File: config.mk
export PLATFORM = sky130hd
export DESIGN_NAME = operand_fetch
export DESIGN_NICKNAME = d
export VERILOG_FILES = /design/src/rtl/rv32_pkg.sv /design/src/rtl/opfetch_fsm.sv /design/src/rtl/operand_fetch.sv
export SDC_FILE = /design/constraint.sdc
export NUM_CORES = 1
export LEC_CHECK = 0
export BUFFER_PORTS_ARGS = -buffer_cell sky130_fd_sc_hd__clkbuf_2
export CAP_MARGIN = 20
export CORE_AREA = 4 4 101 141
export DETAILED_ROUTE_END_ITERATION = 12
export DIE_AREA = 0 0 105 145
export PLACE_DENSITY_LB_ADDON = 0.12
export SYNTH_ARGS = -nofsm -noshare
export SYNTH_HDL_FRONTEND = slang
export SYNTH_SLANG_ARGS = --single-unit
File: constraint.sdc
create_clock -name clk -period 5.14 [get_ports clk]
set_input_delay 0.514 -clock clk [delete_from_list [all_inputs] [get_ports clk]]
set_output_delay 0.514 -clock clk [all_outputs]
set_load 0.01 [all_outputs]
File: src/rtl/rv32_pkg.sv
// Shared RV32 constants and operand-fetch FSM encoding.
package rv32_pkg;

    localparam int XLEN      = 32;
    localparam int REG_IDX_W = 5;
    localparam int RS1_LSB   = 15;
    localparam int RS2_LSB   = 20;

    typedef enum logic [2:0] {
        ST_IDLE  = 3'd0,
        ST_RS1   = 3'd1,
        ST_RS2   = 3'd2,
        ST_DRAIN = 3'd3,
        ST_OUT   = 3'd4
    } opfetch_state_e;

    function automatic logic [REG_IDX_W-1:0] rs_field(input logic [XLEN-1:0] instr,
                                                      input int lsb);
        return instr[lsb +: REG_IDX_W];
    endfunction

endpackage

File: src/rtl/opfetch_fsm.sv
// Operand-fetch sequencer: state register, next-state logic and the
// pending-read tag that tells the datapath which slot to capture next cycle.
module opfetch_fsm
    import rv32_pkg::*;
(
    input  logic           clk,
    input  logic           rst,
    input  logic           in_valid,
    input  logic           out_ready,
    input  logic           wr_issue,
    output opfetch_state_e state,
    output logic           in_ready,
    output logic           out_valid,
    output logic           accept,
    output logic           rd_issue,
    output logic           pend,
    output logic           pend_slot
);

    opfetch_state_e state_d;
    logic           rd_slot;

    always_ff @(posedge clk or posedge rst) begin
        if (rst) begin
            state     <= ST_IDLE;
            pend      <= 1'b0;
            pend_slot <= 1'b0;
        end else begin
            state <= state_d;
            pend  <= rd_issue;
            if (rd_issue)
                pend_slot <= rd_slot;
        end
    end

    // A writeback owns the register-file port, so a read state holds until free.
    always_comb begin
        state_d = state;
        case (state)
            ST_IDLE:  if (in_valid)  state_d = ST_RS1;
            ST_RS1:   if (!wr_issue) state_d = ST_RS2;
            ST_RS2:   if (!wr_issue) state_d = ST_DRAIN;
            ST_DRAIN: state_d = ST_OUT;
            ST_OUT:   if (out_ready) state_d = ST_IDLE;
            default:  state_d = ST_IDLE;
        endcase
    end

    always_comb begin
        in_ready  = (state == ST_IDLE);
        out_valid = (state == ST_OUT);
        accept    = in_ready && in_valid;
        rd_issue  = ((state == ST_RS1) || (state == ST_RS2)) && !wr_issue;
        rd_slot   = (state == ST_RS2);
    end

endmodule

File: src/rtl/operand_fetch.sv
// Fetches rs1/rs2 operands through a single shared register-file port.
// Optional OPFETCH_FWD_EN: writebacks overwrite already-read operand slots.
module operand_fetch
    import rv32_pkg::*;
(
    input  logic                 clk,
    input  logic                 rst,
    input  logic                 in_valid,
    output logic                 in_ready,
    input  logic [XLEN-1:0]      in_instr,
    input  logic                 wb_valid,
    output logic                 wb_ready,
    input  logic [REG_IDX_W-1:0] wb_rd,
    input  logic [XLEN-1:0]      wb_data,
    output logic                 rf_read,
    output logic                 rf_write,
    output logic [REG_IDX_W-1:0] rf_regno,
    output logic [XLEN-1:0]      rf_wdata,
    input  logic [XLEN-1:0]      rf_rdata,
    output logic                 out_valid,
    input  logic                 out_ready,
    output logic [XLEN-1:0]      out_instr,
    output logic [XLEN-1:0]      out_rs1,
    output logic [XLEN-1:0]      out_rs2
);

    opfetch_state_e        state;
    logic                  accept, rd_issue, pend, pend_slot, wr_issue;
    logic [XLEN-1:0]       instr_q, op1_q, op2_q, wdata_q;
    logic [REG_IDX_W-1:0]  regno_q, rs1_idx, rs2_idx;

    // Writes to x0 are swallowed here so they never cost a read slot.
    assign wr_issue = !rst && wb_valid && (wb_rd != '0);
    assign wb_ready = 1'b1;

    assign rs1_idx = rs_field(instr_q, RS1_LSB);
    assign rs2_idx = rs_field(instr_q, RS2_LSB);

    opfetch_fsm u_fsm (
        .clk       (clk),
        .rst       (rst),
        .in_valid  (in_valid),
        .out_ready (out_ready),
        .wr_issue  (wr_issue),
        .state     (state),
        .in_ready  (in_ready),
        .out_valid (out_valid),
        .accept    (accept),
        .rd_issue  (rd_issue),
        .pend      (pend),
        .pend_slot (pend_slot)
    );

    always_comb begin
        rf_read  = rd_issue;
        rf_write = wr_issue;
        rf_wdata = wr_issue ? wb_data : wdata_q;
        if (wr_issue)
            rf_regno = wb_rd;
        else if (rd_issue)
            rf_regno = (state == ST_RS2) ? rs2_idx : rs1_idx;
        else
            rf_regno = regno_q;
    end

`ifdef OPFETCH_FWD_EN
    logic iss1_q, iss2_q, fwd_live;

    // Forward only while the bundle is still being assembled; OUT must stay stable.
    assign fwd_live = wr_issue &&
                      ((state == ST_RS1) || (state == ST_RS2) || (state == ST_DRAIN));

    always_ff @(posedge clk or posedge rst) begin
        if (rst) begin
            iss1_q <= 1'b0;
            iss2_q <= 1'b0;
        end else if (accept) begin
            iss1_q <= 1'b0;
            iss2_q <= 1'b0;
        end else if (rd_issue) begin
            if (state == ST_RS2) iss2_q <= 1'b1;
            else                 iss1_q <= 1'b1;
        end
    end
`endif

    always_ff @(posedge clk or posedge rst) begin
        if (rst) begin
            instr_q <= '0;
            op1_q   <= '0;
            op2_q   <= '0;
            regno_q <= '0;
            wdata_q <= '0;
        end else begin
            if (accept)
                instr_q <= in_instr;
            if (rf_read || rf_write)
                regno_q <= rf_regno;
            if (wr_issue)
                wdata_q <= wb_data;
            if (pend) begin
                if (!pend_slot) op1_q <= (rs1_idx == '0) ? '0 : rf_rdata;
                else            op2_q <= (rs2_idx == '0) ? '0 : rf_rdata;
            end
`ifdef OPFETCH_FWD_EN
            // Later assignment wins over a same-edge capture of stale data.
            if (fwd_live && iss1_q && (rs1_idx == wb_rd)) op1_q <= wb_data;
            if (fwd_live && iss2_q && (rs2_idx == wb_rd)) op2_q <= wb_data;
`endif
        end
    end

    assign out_instr = instr_q;
    assign out_rs1   = op1_q;
    assign out_rs2   = op2_q;

endmodule

==> out/results.ini, run 1 <==
[timing]
setup_viol_count_final = 0
fmax_ghz = 0.3146
fin_crit_sh = 0.6183
fin_crit_ns = 3.178
finalSetupTns_ns = 0
hold_viol_final = 0
tightest_slew_ns = 1.078
drv_slew = 0
skew_ns = 0.009543
slew-limit-headroom = 0.2813
rsz0062_at_grt = false

[place]
hpwlAfterDp_microns = 11550
port_buffers = 242
place_congestion = 0.7881

[clock_network]
insertion_delay_ns = 0.41
numClockSinks = 138
cts_tree = built
post-cts-setup-buffer-count = 0
cts_resized = 0
cts_hold_buf = 0
clockBufferDepth = 2
cts_buffers = 17
htreeDepth = 4
path_clk_slew_ns = 0.06
cts-root-buf = clkbuf_16

[route]
dr.pass1.iters = 7
drtIter0Drc = 288
wl_per_cell_microns = 17.36
drt_drc_violations_left = 0
vias = 4698
wirelength_microns = 15870
postRouteAntennaNets = 0
via_per_inst = 5.140

[critical_path]
crit_chain = clkbuf_2 -> nor4_4 -> a21o_2 -> inv_2 -> nor3_1 -> clkbuf_2
crit_type = input pin to output port
critPathTopFamily = compound AO/OA/AOI/OAI gates
r2r_cells = 4
rr_endpoint = out_instr[12]
critPathSlowestCell = a21o_2
max_stage_delay_ns = 0.92
worstPathArrival_ns = 2.66
cp.required_ns = 4.63
cpMostUsedCell = clkbuf_2
cp_max_fo = 35
cp-start-kind = input pin
crit_buf_inv = 3
r2r_setup_slack_ns = 3.08
r2r-start = u_fsm.state[1]
worstSetupEndpointType = output port

[power_and_ir_drop]
power_mw = 4.970
ir_drop_v = 0.0003400
powerDensity_nw_per_um2 = 638.8
p_leak_nw = 3.959

[yosys]
synth_top_area_cell = dfrtp_1
synth_edf_count = 0
synth_ff_type = dfrtp_1
ys_seq_area_frac = 0.5906
synth_area_sq_um = 5847
ys_seq_elements = 138
yosys_warnings = 0
postSynthAreaPerCell_sq_um = 11.35
ys_types = 41
synth-async-reset-ratio = 1.000
synth_nets = 621
synth_top_cells_by_area = dfrtp_1 59%, nand2_1 8.5%, mux2_4 7.4%
postSynthCellCount = 515
synth_top_area_frac = 0.5906

[hold_path]
worstHoldPathType = input pin to asynchronous set/reset pin

[floorplanning]
ioPinCount = 244
core_area_sq_um = 12870
dieArea_sq_um = 15230
die_h_microns = 145
rows = 49
initial_core_util = 0.4541
die_x_microns = 105

[grt]
grt_pass1_wl_microns = 25160
grt_pass1_vias = 4988
grt_start_max_net_pins = 92
antenna_found_initial = 0
gr-total-overflow = 0
track_usage = 0.2074

[final_layout]
diodes = 0
fillers = 1124
drive_gt1_frac = 0.4639
area_growth_pct = 33.06
final_nets = 854

[outcome]
status = finished clean

[run]
max_cap_violations = 0

==> flip-flops by register name, indices dropped and copies added, names as in the netlist <==
name / flops
out_rs1: 32
u_fsm.pend_slot: 1
wdata_q: 32
u_fsm.pend: 1
regno_q: 5
out_rs2: 32
out_instr: 32
u_fsm.state: 3
==> cell usage in the layout, fill, tap and decap left out, types with 4 or more instances in the layout <==
cell,n
clkbuf_2,242
dfrtp_1,138
nand2_1,133
o21ai_0,65
mux2_2,35
mux2_4,29
clkbuf_16,17
a31oi_1,9
nor3_1,8
nor2b_1,6
buf_4,6
and2_1,5
inv_1,5
a211oi_1,4
clkbuf_8,4
bufinv_16,4
==> report_power, final <==
part / internal [mW] / total [mW] / leakage, nW / switching (mW)
registers: 1.54 / 1.86 / 1.67 / 0.318
logic: 0.809 / 1.80 / 1.98 / 0.988
clock network: 0.865 / 1.31 / 0.313 / 0.447
total: 3.22 / 4.97 / 3.96 / 1.75
==> per-stage QoR <==
step	std cells	hold slack, ns	setup slack [ns]	area, sq um	util
after floorplan	515	0.4927	0.9298	5847	-
after global placement	880	0.4608	2.134	7091	0.5507
after detailed placement	882	0.4701	2.001	7133	0.5540
after CTS	914	0.2815	1.999	7780	0.6043
after global routing	914	0.2915	1.841	7780	0.6043
final	914	0.2691	1.962	7780	0.6043
==> kinds of logic after synthesis <==
| kind of cell | count (synthesis) | synth area share |
|---|---|---|
| and+or+nand+nor | 173 | 0.1288 |
| DFF | 138 | 0.5906 |
| muxes | 65 | 0.1438 |
| AOI/OAI and AO/OA | 94 | 0.09287 |
| xor gates and xnor gates | 1 | 0.001498 |
| buffers and inverters | 43 | 0.04173 |
| other | 1 | 0.0006414 |
==> layer usage <==
layer / global-route usage / wire [microns] / vias up
li1: - / - / 2209
met3: 0.06667 / 1080 / 37
met1: 0.2245 / 5943 / 2261
met5: 0 / 0 / -
met4: 0.1005 / 514 / 0
met2: 0.3631 / 8328 / 191
==> cells in the mapped netlist (4+ instances only) <==
cell and instances:
mux2_2 35, nor2_1 5, clkbuf_1 18, dfrtp_1 138
nand2_1 133, nor2b_1 7, buf_4 4, o21ai_0 65
a31oi_1 9, and2_1 5, inv_1 6, nor3_1 8
a211oi_1 4, clkbuf_2 6, mux2_4 29
==> area by class of cell <==
cell class	instances	area (sq um)	share of cell area
clock inverter	10	162.7	0.02091
timing repair buffer	250	1299	0.1669
sequential	138	3453	0.4439
inverter	7	31.28	0.004021
multi-input combinational	334	2158	0.2774
clock buffer	22	484.2	0.06224
tap	153	191.4	0.02461
==> worst max-delay path by stage <==
stage	startpoint	end	slack [ns]	cells after the start
floorplan	rst	out_instr[0]	0.93	1
global placement	wb_rd[0]	rf_read	2.13	6
detailed placement	wb_rd[0]	rf_read	2.00	6
CTS	wb_rd[0]	rf_read	2.00	6
global route	wb_rd[0]	rf_read	1.84	6
finish	wb_rd[0]	rf_read	1.96	6
==> worst reg2reg max path: stages (launching register included) <==
cell     delay (ns)
dfrtp_1        0.61
nor3_2         0.27
and2_1         0.30
buf_4          0.38
mux2_2         0.39
(Power assumes the default switching activity.)
==> inputs of run 2 (changes only) <==
--- a/config.mk
+++ b/config.mk
@@ -5,11 +5,12 @@
 export SDC_FILE = /design/constraint.sdc
 export NUM_CORES = 1
 export LEC_CHECK = 0
+export ABC_AREA = 1
 export BUFFER_PORTS_ARGS = -buffer_cell sky130_fd_sc_hd__clkbuf_2
 export CAP_MARGIN = 20
-export CORE_AREA = 4 4 101 141
+export CORE_AREA = 4 4 103 144
 export DETAILED_ROUTE_END_ITERATION = 12
-export DIE_AREA = 0 0 105 145
+export DIE_AREA = 0 0 107 148
 export PLACE_DENSITY_LB_ADDON = 0.12
 export SYNTH_ARGS = -nofsm -noshare
 export SYNTH_HDL_FRONTEND = slang
==> constraint.sdc (replaced) <==
create_clock -name clk -period 2.6 [get_ports clk]
set_input_delay 0.26 -clock clk [delete_from_list [all_inputs] [get_ports clk]]
set_output_delay 0.26 -clock clk [all_outputs]
set_load 0.01 [all_outputs]
==> run 2 against run 1 <==
Compared with the run above:
- utilization decreased by 3.4 points
- power grew 88%
- setup slack got worse by 1.8 ns
- count of clock-buffer cells in the layout decreased by 3
- worst hold slack worse by 0.20 ns
- synthesized area fell by 2.2%
- clock skew is 0.0015 ns higher
- global-route usage about the same
- clock power rose by 73%
- critical endpoint is now rf_wdata[31]
- first-iteration DRC count down 27%
- cell area shrank 1.8%
- highest routed layer unchanged
- combinational power up 97%
- largest cell class unchanged
==> out/results.ini, run 2 <==
[outcome]
status = finished clean

[clock_network]
cts_tree = built
post-cts-setup-buffer-count = 0
cts-root-buf = clkbuf_16
insertion_delay_ns = 0.41
path_clk_slew_ns = 0.06
cts_buffers = 17
numClockSinks = 138
htreeDepth = 4
clockBufferDepth = 2

[timing]
rsz0062_at_grt = false
slew-limit-headroom = 0.5957
fin_crit_ns = 2.409
worst_slack_ns = 0.1911
skew_ns = 0.01108
fin_crit_sh = 0.9265
finalSetupTns_ns = 0
tightest_slew_ns = 0.6052
setup_viol_count_final = 0
drv_slew = 0
fmax_ghz = 0.4151
hold_viol_final = 0

[place]
hpwlAfterDp_microns = 11940
pre_cts_slack_ns = 0.5737
port_buffers = 242
place_congestion = 0.8386
dpl_cell_area_sq_um = 7037

[yosys]
synth_top_area_frac = 0.6038
synth_top_area_cell = dfrtp_1
postSynthAreaPerCell_sq_um = 8.853
synth_nets = 752
yosys-top-cells-count = 272 x nand2_1, 138 x dfrtp_1, 116 x nand3_1, 36 x o21ai_0, 18 x clkbuf_1
ys_types = 24
synth_top_cells_by_area = dfrtp_1 60%, nand2_1 18%, nand3_1 10%
synth_area_sq_um = 5719
ys_seq_area_frac = 0.6038
synth-async-reset-ratio = 1.000
synth_ff_type = dfrtp_1
postSynthCellCount = 646
ys_seq_elements = 138
synth_edf_count = 0
yosys_warnings = 0
synth_most_common_cell = nand2_1

[critical_path]
worstPathArrival_ns = 2.15
crit_chain = dlygate4sd3_1 -> clkbuf_2 -> nor2_2 -> nand2_2 -> inv_4 -> nand2_1 -> nand2_1 -> clkbuf_2
cp-start-kind = input pin
cp.required_ns = 2.34
worstSetupEndpointType = output port
max_stage_delay_ns = 0.54
cp_max_fo = 37
crit_type = input pin to output port
critPathSlowestCell = dlygate4sd3_1

[grt]
antenna_found_initial = 0
grt_start_max_net_pins = 58
grt_pass1_wl_microns = 26160
gr-total-overflow = 0
grt_pass1_vias = 5124
track_usage = 0.2069

[final_layout]
fin_area_sq_um = 7637
drive_gt1_frac = 0.3442
area_growth_pct = 33.54
diodes = 0
final_common_cell = nand2_1
final_nets = 986
final_cell_mix = 272 x nand2_1, 242 x clkbuf_2, 138 x dfrtp_1
utilization = 0.5705

[route]
wirelength_microns = 16060
vias = 5166
drt_drc_violations_left = 0
postRouteAntennaNets = 0
via_per_inst = 4.810
dr.pass1.iters = 7
drtIter0Drc = 210
wl_per_cell_microns = 14.96

[power_and_ir_drop]
p_sw_mw = 3.661
p_seq_frac = 0.376
intPower_mw = 5.667
swShare = 0.3925
power_mw = 9.328
power_frac_comb = 0.380
p_leak_nw = 4.350
powerDensity_nw_per_um2 = 1221
ir_drop_v = 0.0005729
clkPwrFrac = 0.244

[floorplanning]
initial_core_util = 0.4272
dieArea_sq_um = 15840
ioPinCount = 244
die_h_microns = 148
die_x_microns = 107
core_area_sq_um = 13390
rows = 50

[hold_path]
worstHoldPathType = input pin to register

[run]
max_cap_violations = 0

run 2: cell count changes in the layout (fill, tap and decap cells not counted), sizes merged, moves of 6 or more:
cell      change
nand2       +149
nand3       +116
nor2b         -7
inv           +9
a31oi         -9
and2          -6
nor3          -7
clkinvlp      +6
nor2          +6
mux2         -65
o21ai        -29
run 2: timing repair:
| item | in CTS | in global routing |
|---|---|---|
| endpoints found under the setup margin | 0 | 35 |
| resized for setup | 0 | 2 |
| endpoints found under the hold margin | 22 | 0 |
| hold buffers | 1 | 0 |
run 2: worst paths after layout:
| path | start | endpoint | slack [ns] | depth (start not counted) |
|---|---|---|---|---|
| setup / recovery | rst | rf_wdata[31] | 0.19 | 8 |
| hold / removal | wb_data[8] | wdata_q[8] | 0.07 | 3 |
| setup reg to reg | u_fsm.state[1] | out_instr[20] | 1.06 | 6 |
| hold reg to reg | out_instr[13] | out_instr[13] | 0.47 | 2 |
| max in group asynchronous | rst | out_rs1[3] | 1.27 | 4 |
| min in group asynchronous | rst | regno_q[3] | 0.50 | 3 |
run 2: cell type report:
type                    instances  area [sq um]
clock buffers                  19         442.9
clock inverters                12         117.6
fillers                      1336          5751
inverters                      15         68.82
multi-input cells             453          1983
flip-flops and latches        138          3453
well taps                     182         227.7
repair buffers                255          1344
run 2: cells by family (layout without fill, tap and decap cells):
group | count (synthesis) | in the layout | share of synthesized area
other cells | 1 | 1 | 0.0006557
buf+inv | 55 | 301 | 0.04988
compound gates | 38 | 38 | 0.03325
simple gates | 414 | 414 | 0.3124
flops | 138 | 138 | 0.6038
run 2: power by group through the flow:
| stage | sequential [mW] | clock [mW] | combinational, mW |
|---|---|---|---|
| after global placement | 3.52 | 0 | 3.50 |
| after CTS | 3.52 | 2.33 | 3.58 |
| after detailed placement | 3.55 | 0 | 3.57 |
| final | 3.51 | 2.27 | 3.55 |
| after global routing | 3.62 | 2.43 | 4.00 |
| after floorplan | 3.79 | 0 | 1.86 |
run 2: through the flow:
| step | hold WS [ns] | cells |
|---|---|---|
| floorplan | 0.3977 | 646 |
| global placement | 0.3660 | 1041 |
| detailed placement | 0.3742 | 1041 |
| CTS | 0.05105 | 1073 |
| global route | 0.06778 | 1074 |
| finish | 0.06984 | 1074 |
run 2: worst max-delay path: cells and delay by family:
family	cells	cell delay, ns
buf+inv	4	1.19
simple gates	4	0.69
run 2: layer usage:
layer  track usage  vias up  part of all wire
met2        0.3452      184              0.51
met1        0.2590     2414              0.40
met4       0.07166        0             0.021
li1              -     2543                 -
met5             0        -                 0
met3       0.05592       25             0.071
